<file path="src/rtl/alu_operand_stage_pkg.sv">
// Shared constants and types for the ALU operand stage (register file, operand latches, status flags).
package alu_operand_stage_pkg;

    localparam int unsigned DATA_W    = 16;
    localparam int unsigned ADDR_W    = 3;
    localparam int unsigned REG_COUNT = 2 ** ADDR_W;

    localparam logic S_SEL_REG = 1'b0;
    localparam logic S_SEL_IMM = 1'b1;

    typedef struct packed {
        logic n;
        logic z;
        logic c;
    } flags_t;

endpackage

</file>
<file path="src/rtl/alu_operand_stage_if.sv">
// Datapath-side bus of the operand stage: write-back, operand read request, flags, and registered results.
interface alu_operand_stage_if;
    import alu_operand_stage_pkg::*;

    logic              W_En;
    logic [ADDR_W-1:0] W_Addr;
    logic [DATA_W-1:0] W_Data;
    logic [ADDR_W-1:0] R_Addr;
    logic [ADDR_W-1:0] S_Addr;
    logic              S_Sel;
    logic [DATA_W-1:0] Imm;
    logic              Rd_En;
    logic              Flag_Ld;
    logic              N_in;
    logic              Z_in;
    logic              C_in;
    logic [DATA_W-1:0] R;
    logic [DATA_W-1:0] S;
    logic              Op_Valid;
    logic              N;
    logic              Z;
    logic              C;

    modport master (
        output W_En, W_Addr, W_Data, R_Addr, S_Addr, S_Sel, Imm, Rd_En,
               Flag_Ld, N_in, Z_in, C_in,
        input  R, S, Op_Valid, N, Z, C
    );

    modport slave (
        input  W_En, W_Addr, W_Data, R_Addr, S_Addr, S_Sel, Imm, Rd_En,
               Flag_Ld, N_in, Z_in, C_in,
        output R, S, Op_Valid, N, Z, C
    );

endinterface

</file>
<file path="src/rtl/alu_operand_stage_regfile8x16.sv">
// 8 x 16 register file, one write port and two combinational read ports.
// Define REGFILE_BYPASS_EN to forward same-cycle write data to the read ports.
module alu_operand_stage_regfile8x16
    import alu_operand_stage_pkg::*;
(
    input  logic              clk,
    input  logic              reset,
    input  logic              we_i,
    input  logic [ADDR_W-1:0] waddr_i,
    input  logic [DATA_W-1:0] wdata_i,
    input  logic [ADDR_W-1:0] raddr_a_i,
    input  logic [ADDR_W-1:0] raddr_b_i,
    output logic [DATA_W-1:0] rdata_a_c,
    output logic [DATA_W-1:0] rdata_b_c
);

    logic [DATA_W-1:0] regs_q [REG_COUNT];
    logic [DATA_W-1:0] regs_d [REG_COUNT];

    always_comb begin
        regs_d = regs_q;
        if (we_i) begin
            regs_d[waddr_i] = wdata_i;
        end
    end

    always_ff @(posedge clk or posedge reset) begin
        if (reset) begin
            for (int i = 0; i < int'(REG_COUNT); i++) begin
                regs_q[i] <= '0;
            end
        end else begin
            regs_q <= regs_d;
        end
    end

`ifdef REGFILE_BYPASS_EN
    // Write-through: a read of the address being written sees the new data.
    assign rdata_a_c = (we_i && (waddr_i == raddr_a_i)) ? wdata_i : regs_q[raddr_a_i];
    assign rdata_b_c = (we_i && (waddr_i == raddr_b_i)) ? wdata_i : regs_q[raddr_b_i];
`else
    assign rdata_a_c = regs_q[raddr_a_i];
    assign rdata_b_c = regs_q[raddr_b_i];
`endif

endmodule

</file>
<file path="src/rtl/alu_operand_stage.sv">
// Operand stage in front of the ALU: register file, R/S operand latches with immediate mux,
// Op_Valid pulse and N/Z/C status register. Optional write forwarding via REGFILE_BYPASS_EN.
module alu_operand_stage
    import alu_operand_stage_pkg::*;
(
    input  logic                clk,
    input  logic                reset,
    alu_operand_stage_if.slave  bus
);

    logic [DATA_W-1:0] rd_r_c;
    logic [DATA_W-1:0] rd_s_c;

    logic [DATA_W-1:0] r_q, r_d;
    logic [DATA_W-1:0] s_q, s_d;
    logic              op_valid_q, op_valid_d;
    flags_t            flags_q, flags_d;

    alu_operand_stage_regfile8x16 u_regfile (
        .clk       (clk),
        .reset     (reset),
        .we_i      (bus.W_En),
        .waddr_i   (bus.W_Addr),
        .wdata_i   (bus.W_Data),
        .raddr_a_i (bus.R_Addr),
        .raddr_b_i (bus.S_Addr),
        .rdata_a_c (rd_r_c),
        .rdata_b_c (rd_s_c)
    );

    always_comb begin
        r_d        = r_q;
        s_d        = s_q;
        flags_d    = flags_q;
        op_valid_d = bus.Rd_En;
        if (bus.Rd_En) begin
            r_d = rd_r_c;
            s_d = (bus.S_Sel == S_SEL_REG) ? rd_s_c : bus.Imm;
        end
        if (bus.Flag_Ld) begin
            flags_d = '{n: bus.N_in, z: bus.Z_in, c: bus.C_in};
        end
    end

    always_ff @(posedge clk or posedge reset) begin
        if (reset) begin
            r_q        <= '0;
            s_q        <= '0;
            op_valid_q <= 1'b0;
            flags_q    <= '0;
        end else begin
            r_q        <= r_d;
            s_q        <= s_d;
            op_valid_q <= op_valid_d;
            flags_q    <= flags_d;
        end
    end

    assign bus.R        = r_q;
    assign bus.S        = s_q;
    assign bus.Op_Valid = op_valid_q;
    assign bus.N        = flags_q.n;
    assign bus.Z        = flags_q.z;
    assign bus.C        = flags_q.c;

endmodule
</file>
<file path="src/flat_wrapper.sv">
// flat-port wrapper written by rule: the top's interface ports become plain ports
module alu_operand_stage_flat import alu_operand_stage_pkg::*;
  (clk, reset, bus_W_En, bus_W_Addr, bus_W_Data, bus_R_Addr, bus_S_Addr, bus_S_Sel, bus_Imm, bus_Rd_En, bus_Flag_Ld, bus_N_in, bus_Z_in, bus_C_in, bus_R, bus_S, bus_Op_Valid, bus_N, bus_Z, bus_C);
  alu_operand_stage_if bus_i ();
  input  logic clk;
  input  logic reset;
  input wire logic [$bits(bus_i.W_En)-1:0] bus_W_En;
  input wire logic [$bits(bus_i.W_Addr)-1:0] bus_W_Addr;
  input wire logic [$bits(bus_i.W_Data)-1:0] bus_W_Data;
  input wire logic [$bits(bus_i.R_Addr)-1:0] bus_R_Addr;
  input wire logic [$bits(bus_i.S_Addr)-1:0] bus_S_Addr;
  input wire logic [$bits(bus_i.S_Sel)-1:0] bus_S_Sel;
  input wire logic [$bits(bus_i.Imm)-1:0] bus_Imm;
  input wire logic [$bits(bus_i.Rd_En)-1:0] bus_Rd_En;
  input wire logic [$bits(bus_i.Flag_Ld)-1:0] bus_Flag_Ld;
  input wire logic [$bits(bus_i.N_in)-1:0] bus_N_in;
  input wire logic [$bits(bus_i.Z_in)-1:0] bus_Z_in;
  input wire logic [$bits(bus_i.C_in)-1:0] bus_C_in;
  output wire logic [$bits(bus_i.R)-1:0] bus_R;
  output wire logic [$bits(bus_i.S)-1:0] bus_S;
  output wire logic [$bits(bus_i.Op_Valid)-1:0] bus_Op_Valid;
  output wire logic [$bits(bus_i.N)-1:0] bus_N;
  output wire logic [$bits(bus_i.Z)-1:0] bus_Z;
  output wire logic [$bits(bus_i.C)-1:0] bus_C;
  assign bus_i.W_En = bus_W_En;
  assign bus_i.W_Addr = bus_W_Addr;
  assign bus_i.W_Data = bus_W_Data;
  assign bus_i.R_Addr = bus_R_Addr;
  assign bus_i.S_Addr = bus_S_Addr;
  assign bus_i.S_Sel = bus_S_Sel;
  assign bus_i.Imm = bus_Imm;
  assign bus_i.Rd_En = bus_Rd_En;
  assign bus_i.Flag_Ld = bus_Flag_Ld;
  assign bus_i.N_in = bus_N_in;
  assign bus_i.Z_in = bus_Z_in;
  assign bus_i.C_in = bus_C_in;
  assign bus_R = bus_i.R;
  assign bus_S = bus_i.S;
  assign bus_Op_Valid = bus_i.Op_Valid;
  assign bus_N = bus_i.N;
  assign bus_Z = bus_i.Z;
  assign bus_C = bus_i.C;
  alu_operand_stage u_core (.clk(clk), .reset(reset), .bus(bus_i));
endmodule
</file>
<file path="config.mk">
export PLATFORM = sky130hd
export DESIGN_NAME = alu_operand_stage_flat
export DESIGN_NICKNAME = d
export VERILOG_FILES = /design/src/rtl/alu_operand_stage_pkg.sv /design/src/rtl/alu_operand_stage_if.sv /design/src/rtl/alu_operand_stage_regfile8x16.sv /design/src/rtl/alu_operand_stage.sv /design/src/flat_wrapper.sv
export SDC_FILE = /design/constraint.sdc
export NUM_CORES = 1
export LEC_CHECK = 0
export ABC_AREA = 0
export CAP_MARGIN = 10
export CORE_MARGIN = 5
export CORE_UTILIZATION = 50
export CTS_CLUSTER_SIZE = 12
export DETAILED_ROUTE_END_ITERATION = 12
export GPL_ROUTABILITY_DRIVEN = 0
export PLACE_DENSITY_LB_ADDON = 0.15
export SYNTH_ARGS = -nofsm -noshare
export SYNTH_HDL_FRONTEND = slang
export SYNTH_SLANG_ARGS = --single-unit
</file>
<file path="constraint.sdc">
create_clock -name clk -period 11.9 [get_ports clk]
set_input_delay 1.19 -clock clk [delete_from_list [all_inputs] [get_ports clk]]
set_output_delay 1.19 -clock clk [all_outputs]
set_load 0.01 [all_outputs]
</file>
==> results.json <==
{
  "cts_root_buffer": "clkbuf_16",
  "drv_slew": 0,
  "netlist_area_um2": 8511,
  "ys_seq_area_share_pct": 48.22,
  "initial_core_util_pct": 51.14,
  "stdcell_count": 954,
  "power_frac_comb_pct": 21.5,
  "synth_area_leader_cell": "dfrtp_1",
  "power_leakage_uw": 0.004303,
  "cts-htree-levels": 4,
  "p_sw_share_pct": 27.17,
  "via_per_inst": 6.056,
  "first_pass_iters": 6,
  "period_needed_ps": 3423,
  "antenna_cells": 0,
  "cap_violations": 0,
  "clk_pin_slew_worst_paths_ps": 60,
  "startpoint_type": "input port",
  "wl_per_cell_um": 23.25,
  "worstSkewPairLatency_ps": 430,
  "grt.total_usage_pct": 22.82,
  "port_buffers": 85,
  "nNetsFinal": 771,
  "worst_path_largest_cell_delay_ps": 1070,
  "synth-seq-cells": 164,
  "switchingPower_uw": 458.9,
  "syn_avg_cell_area_um2": 12.80,
  "synth_edf_count": 0,
  "synthTopCellsByArea": "dfrtp_1 48%, mux2_2 22%, mux2i_1 9.4%",
  "drtIter0Drc": 421,
  "fin_setup_tns_ps": 0,
  "critical_path_class": "in2reg",
  "fmax_ghz": 0.2921,
  "die_h_um": 140.5,
  "ios": 86,
  "dp_hpwl_mm": 13.03,
  "seqPwrFrac_pct": 44.6,
  "ys.flop_type": "dfrtp_1",
  "hold_class": "reg2reg",
  "drc_errors": 0,
  "die_w_um": 140.5,
  "grt_pass1_vias": 6202,
  "drive_above_1_share_pct": 31.20,
  "yosys_warnings": 0,
  "status": "finished, final reports clean",
  "cts_tree": "yes",
  "tightest_slew_ps": 1246,
  "slowest_stage": "clkdlybuf4s50_1",
  "netlist.area_leader.share_pct": 48.22,
  "cellInternalPower_uw": 1230,
  "rrSetupSlack_ps": 10530,
  "n_fill_cell": 1303,
  "cts_sinks": 164,
  "wirelength_mm": 22.18,
  "slew_headroom_pct": 16.65,
  "post_cts_buffers": 0,
  "area_growth_pct": 17.30,
  "arrival_ps": 3740,
  "ant_nets": 0,
  "numCtsBuffers": 17,
  "cts_hold_buffers": 0,
  "path_cells": "clkdlybuf4s50_1 -> nand2b_1 -> a211o_1 -> a41o_1",
  "grt_max_degree": 86,
  "ir_drop_mv": 0.1161,
  "endpoint_kind": "flop",
  "finalHoldViolCount": 0,
  "cts_buffer_depth": 2,
  "rows": 47,
  "cts_resized": 0,
  "synthCells": 665,
  "clkPwrFrac_pct": 34.0,
  "synth_cell_types": 31,
  "cp.required_ps": 12210,
  "gr-total-overflow": 0,
  "die_area_um2": 19730,
  "fin_crit_sh_pct": 28.77,
  "vias": 5777,
  "setup_violations": 0,
  "rsz0062_at_grt": "no",
  "async_flop_share_pct": 100.0,
  "synth_nets": 715,
  "finalClockSkew_ps": 5.363,
  "crit_fanout": 19,
  "grt_first_pass_wirelength_mm": 34.75,
  "antenna_found_initial": 0,
  "power.density_nw_per_um2": 169.2,
  "dp_cells": 922,
  "core_area_um2": 16640
}
==> area by class of cell <==
cell class	count	area, um^2	area share [%]
tap	220	275.3	2.757
clock inverter	15	187.7	1.880
multi-input combinational	445	4091	40.98
sequential	164	4104	41.11
clock buffer	17	425.4	4.261
timing repair buffer	92	890.9	8.923
inverter	1	8.758	0.08773
==> cells by family (layout without fill, tap and decap cells) <==
group,count (synthesis),after routing,share of synthesized area (%)
buffers and inverters,56,125,3.852
AND/OR/NAND/NOR,98,98,7.263
multiplexers,244,244,31.11
flip-flops,164,164,48.22
AO/OA/AOI/OAI,103,103,9.556
==> power by group through the flow <==
stage                     sequential (uW)  clock, uW  combinational (uW)
after global placement                751          0                 352
after global routing                  767        606                 394
after CTS                             751        582                 365
final                                 753        574                 362
after floorplan                       746          0                 248
after detailed placement              760          0                 362
==> flip-flops by register name (all words and copies together) (netlist names) <==
signal and cells:
u_core.bus.C 1, u_core.bus.R 16, u_core.u_regfile.regs_q 128, u_core.bus.Z 1, u_core.bus.S 16, u_core.bus.N 1, u_core.bus.Op_Valid 1
==> cells in the final DEF, fill, tap and decap left out, types with 15 or more instances in the layout <==
cell | Yosys | routed
a22oi_1 | 31 | 31
mux2_2 | 164 | 164
a41o_1 | 16 | 16
nand2_1 | 18 | 18
mux2i_1 | 80 | 80
nand3_1 | 16 | 16
clkdlybuf4s50_1 | 0 | 82
a211o_1 | 15 | 15
dfrtp_1 | 164 | 164
clkbuf_16 | 0 | 17
nor2b_1 | 35 | 32
==> metrics by stage <==
stage	power, uW	instance area (um^2)	util, %	worst slack, ps	hold slack (ps)
CTS	1699	9983	59.99	8496	516.0
detailed placement	1123	9370	56.30	8060	499.0
global route	1766	9983	59.99	8454	536.2
floorplan	993.9	8511	-	6277	490.5
global placement	1103	9370	56.30	8141	494.6
finish	1689	9983	59.99	8477	509.6
==> cells in the mapped netlist (all sizes together), types with 2 or more instances <==
cell type    n
a31o         8
nand3       16
nand2b       2
clkbuf      15
a31oi        8
mux2i       80
nor2        10
nand2       18
a21oi        8
a211o       15
nand4b       3
dfrtp      164
o21ai        8
mux2       164
a41o        16
nor2b       35
buf         40
a22oi       31
a222oi       8
nor3b        2
nor3         2
nand3b       8
==> critical path, delay by kind of cell <==
kind                   cells  cell delay (ps)
buffers and inverters      1             1070
and+or+nand+nor            1              740
AOI/OAI and AO/OA          2              720
==> layer usage <==
layer  vias to the layer above  routed length (um)  global-route usage (%)
met5                         -                   0                       0
met4                         0                 240                   5.966
met3                        26                1274                   5.215
met2                       164               11200                   38.89
met1                      2986                9466                   29.44
li1                       2601                   -                       -
==> worst paths after layout <==
path / startpoint / depth (start not counted) / endpoint
worst max-delay path: bus_R_Addr[1] / 4 / u_core.bus.R[4]$_DFFE_PP0P_
worst min-delay path: u_core.bus.Z$_DFFE_PP0P_ / 1 / u_core.bus.Z$_DFFE_PP0P_
worst max register to register: u_core.u_regfile.regs_q[46]$_DFFE_PP0P_ / 3 / u_core.bus.S[14]$_DFFE_PP0P_
worst min register to register: u_core.bus.Z$_DFFE_PP0P_ / 1 / u_core.bus.Z$_DFFE_PP0P_
max in group asynchronous: reset / 3 / u_core.u_regfile.regs_q[20]$_DFFE_PP0P_
min in group asynchronous: reset / 2 / u_core.bus.N$_DFFE_PP0P_
Power figures use the tool's default switching activity.
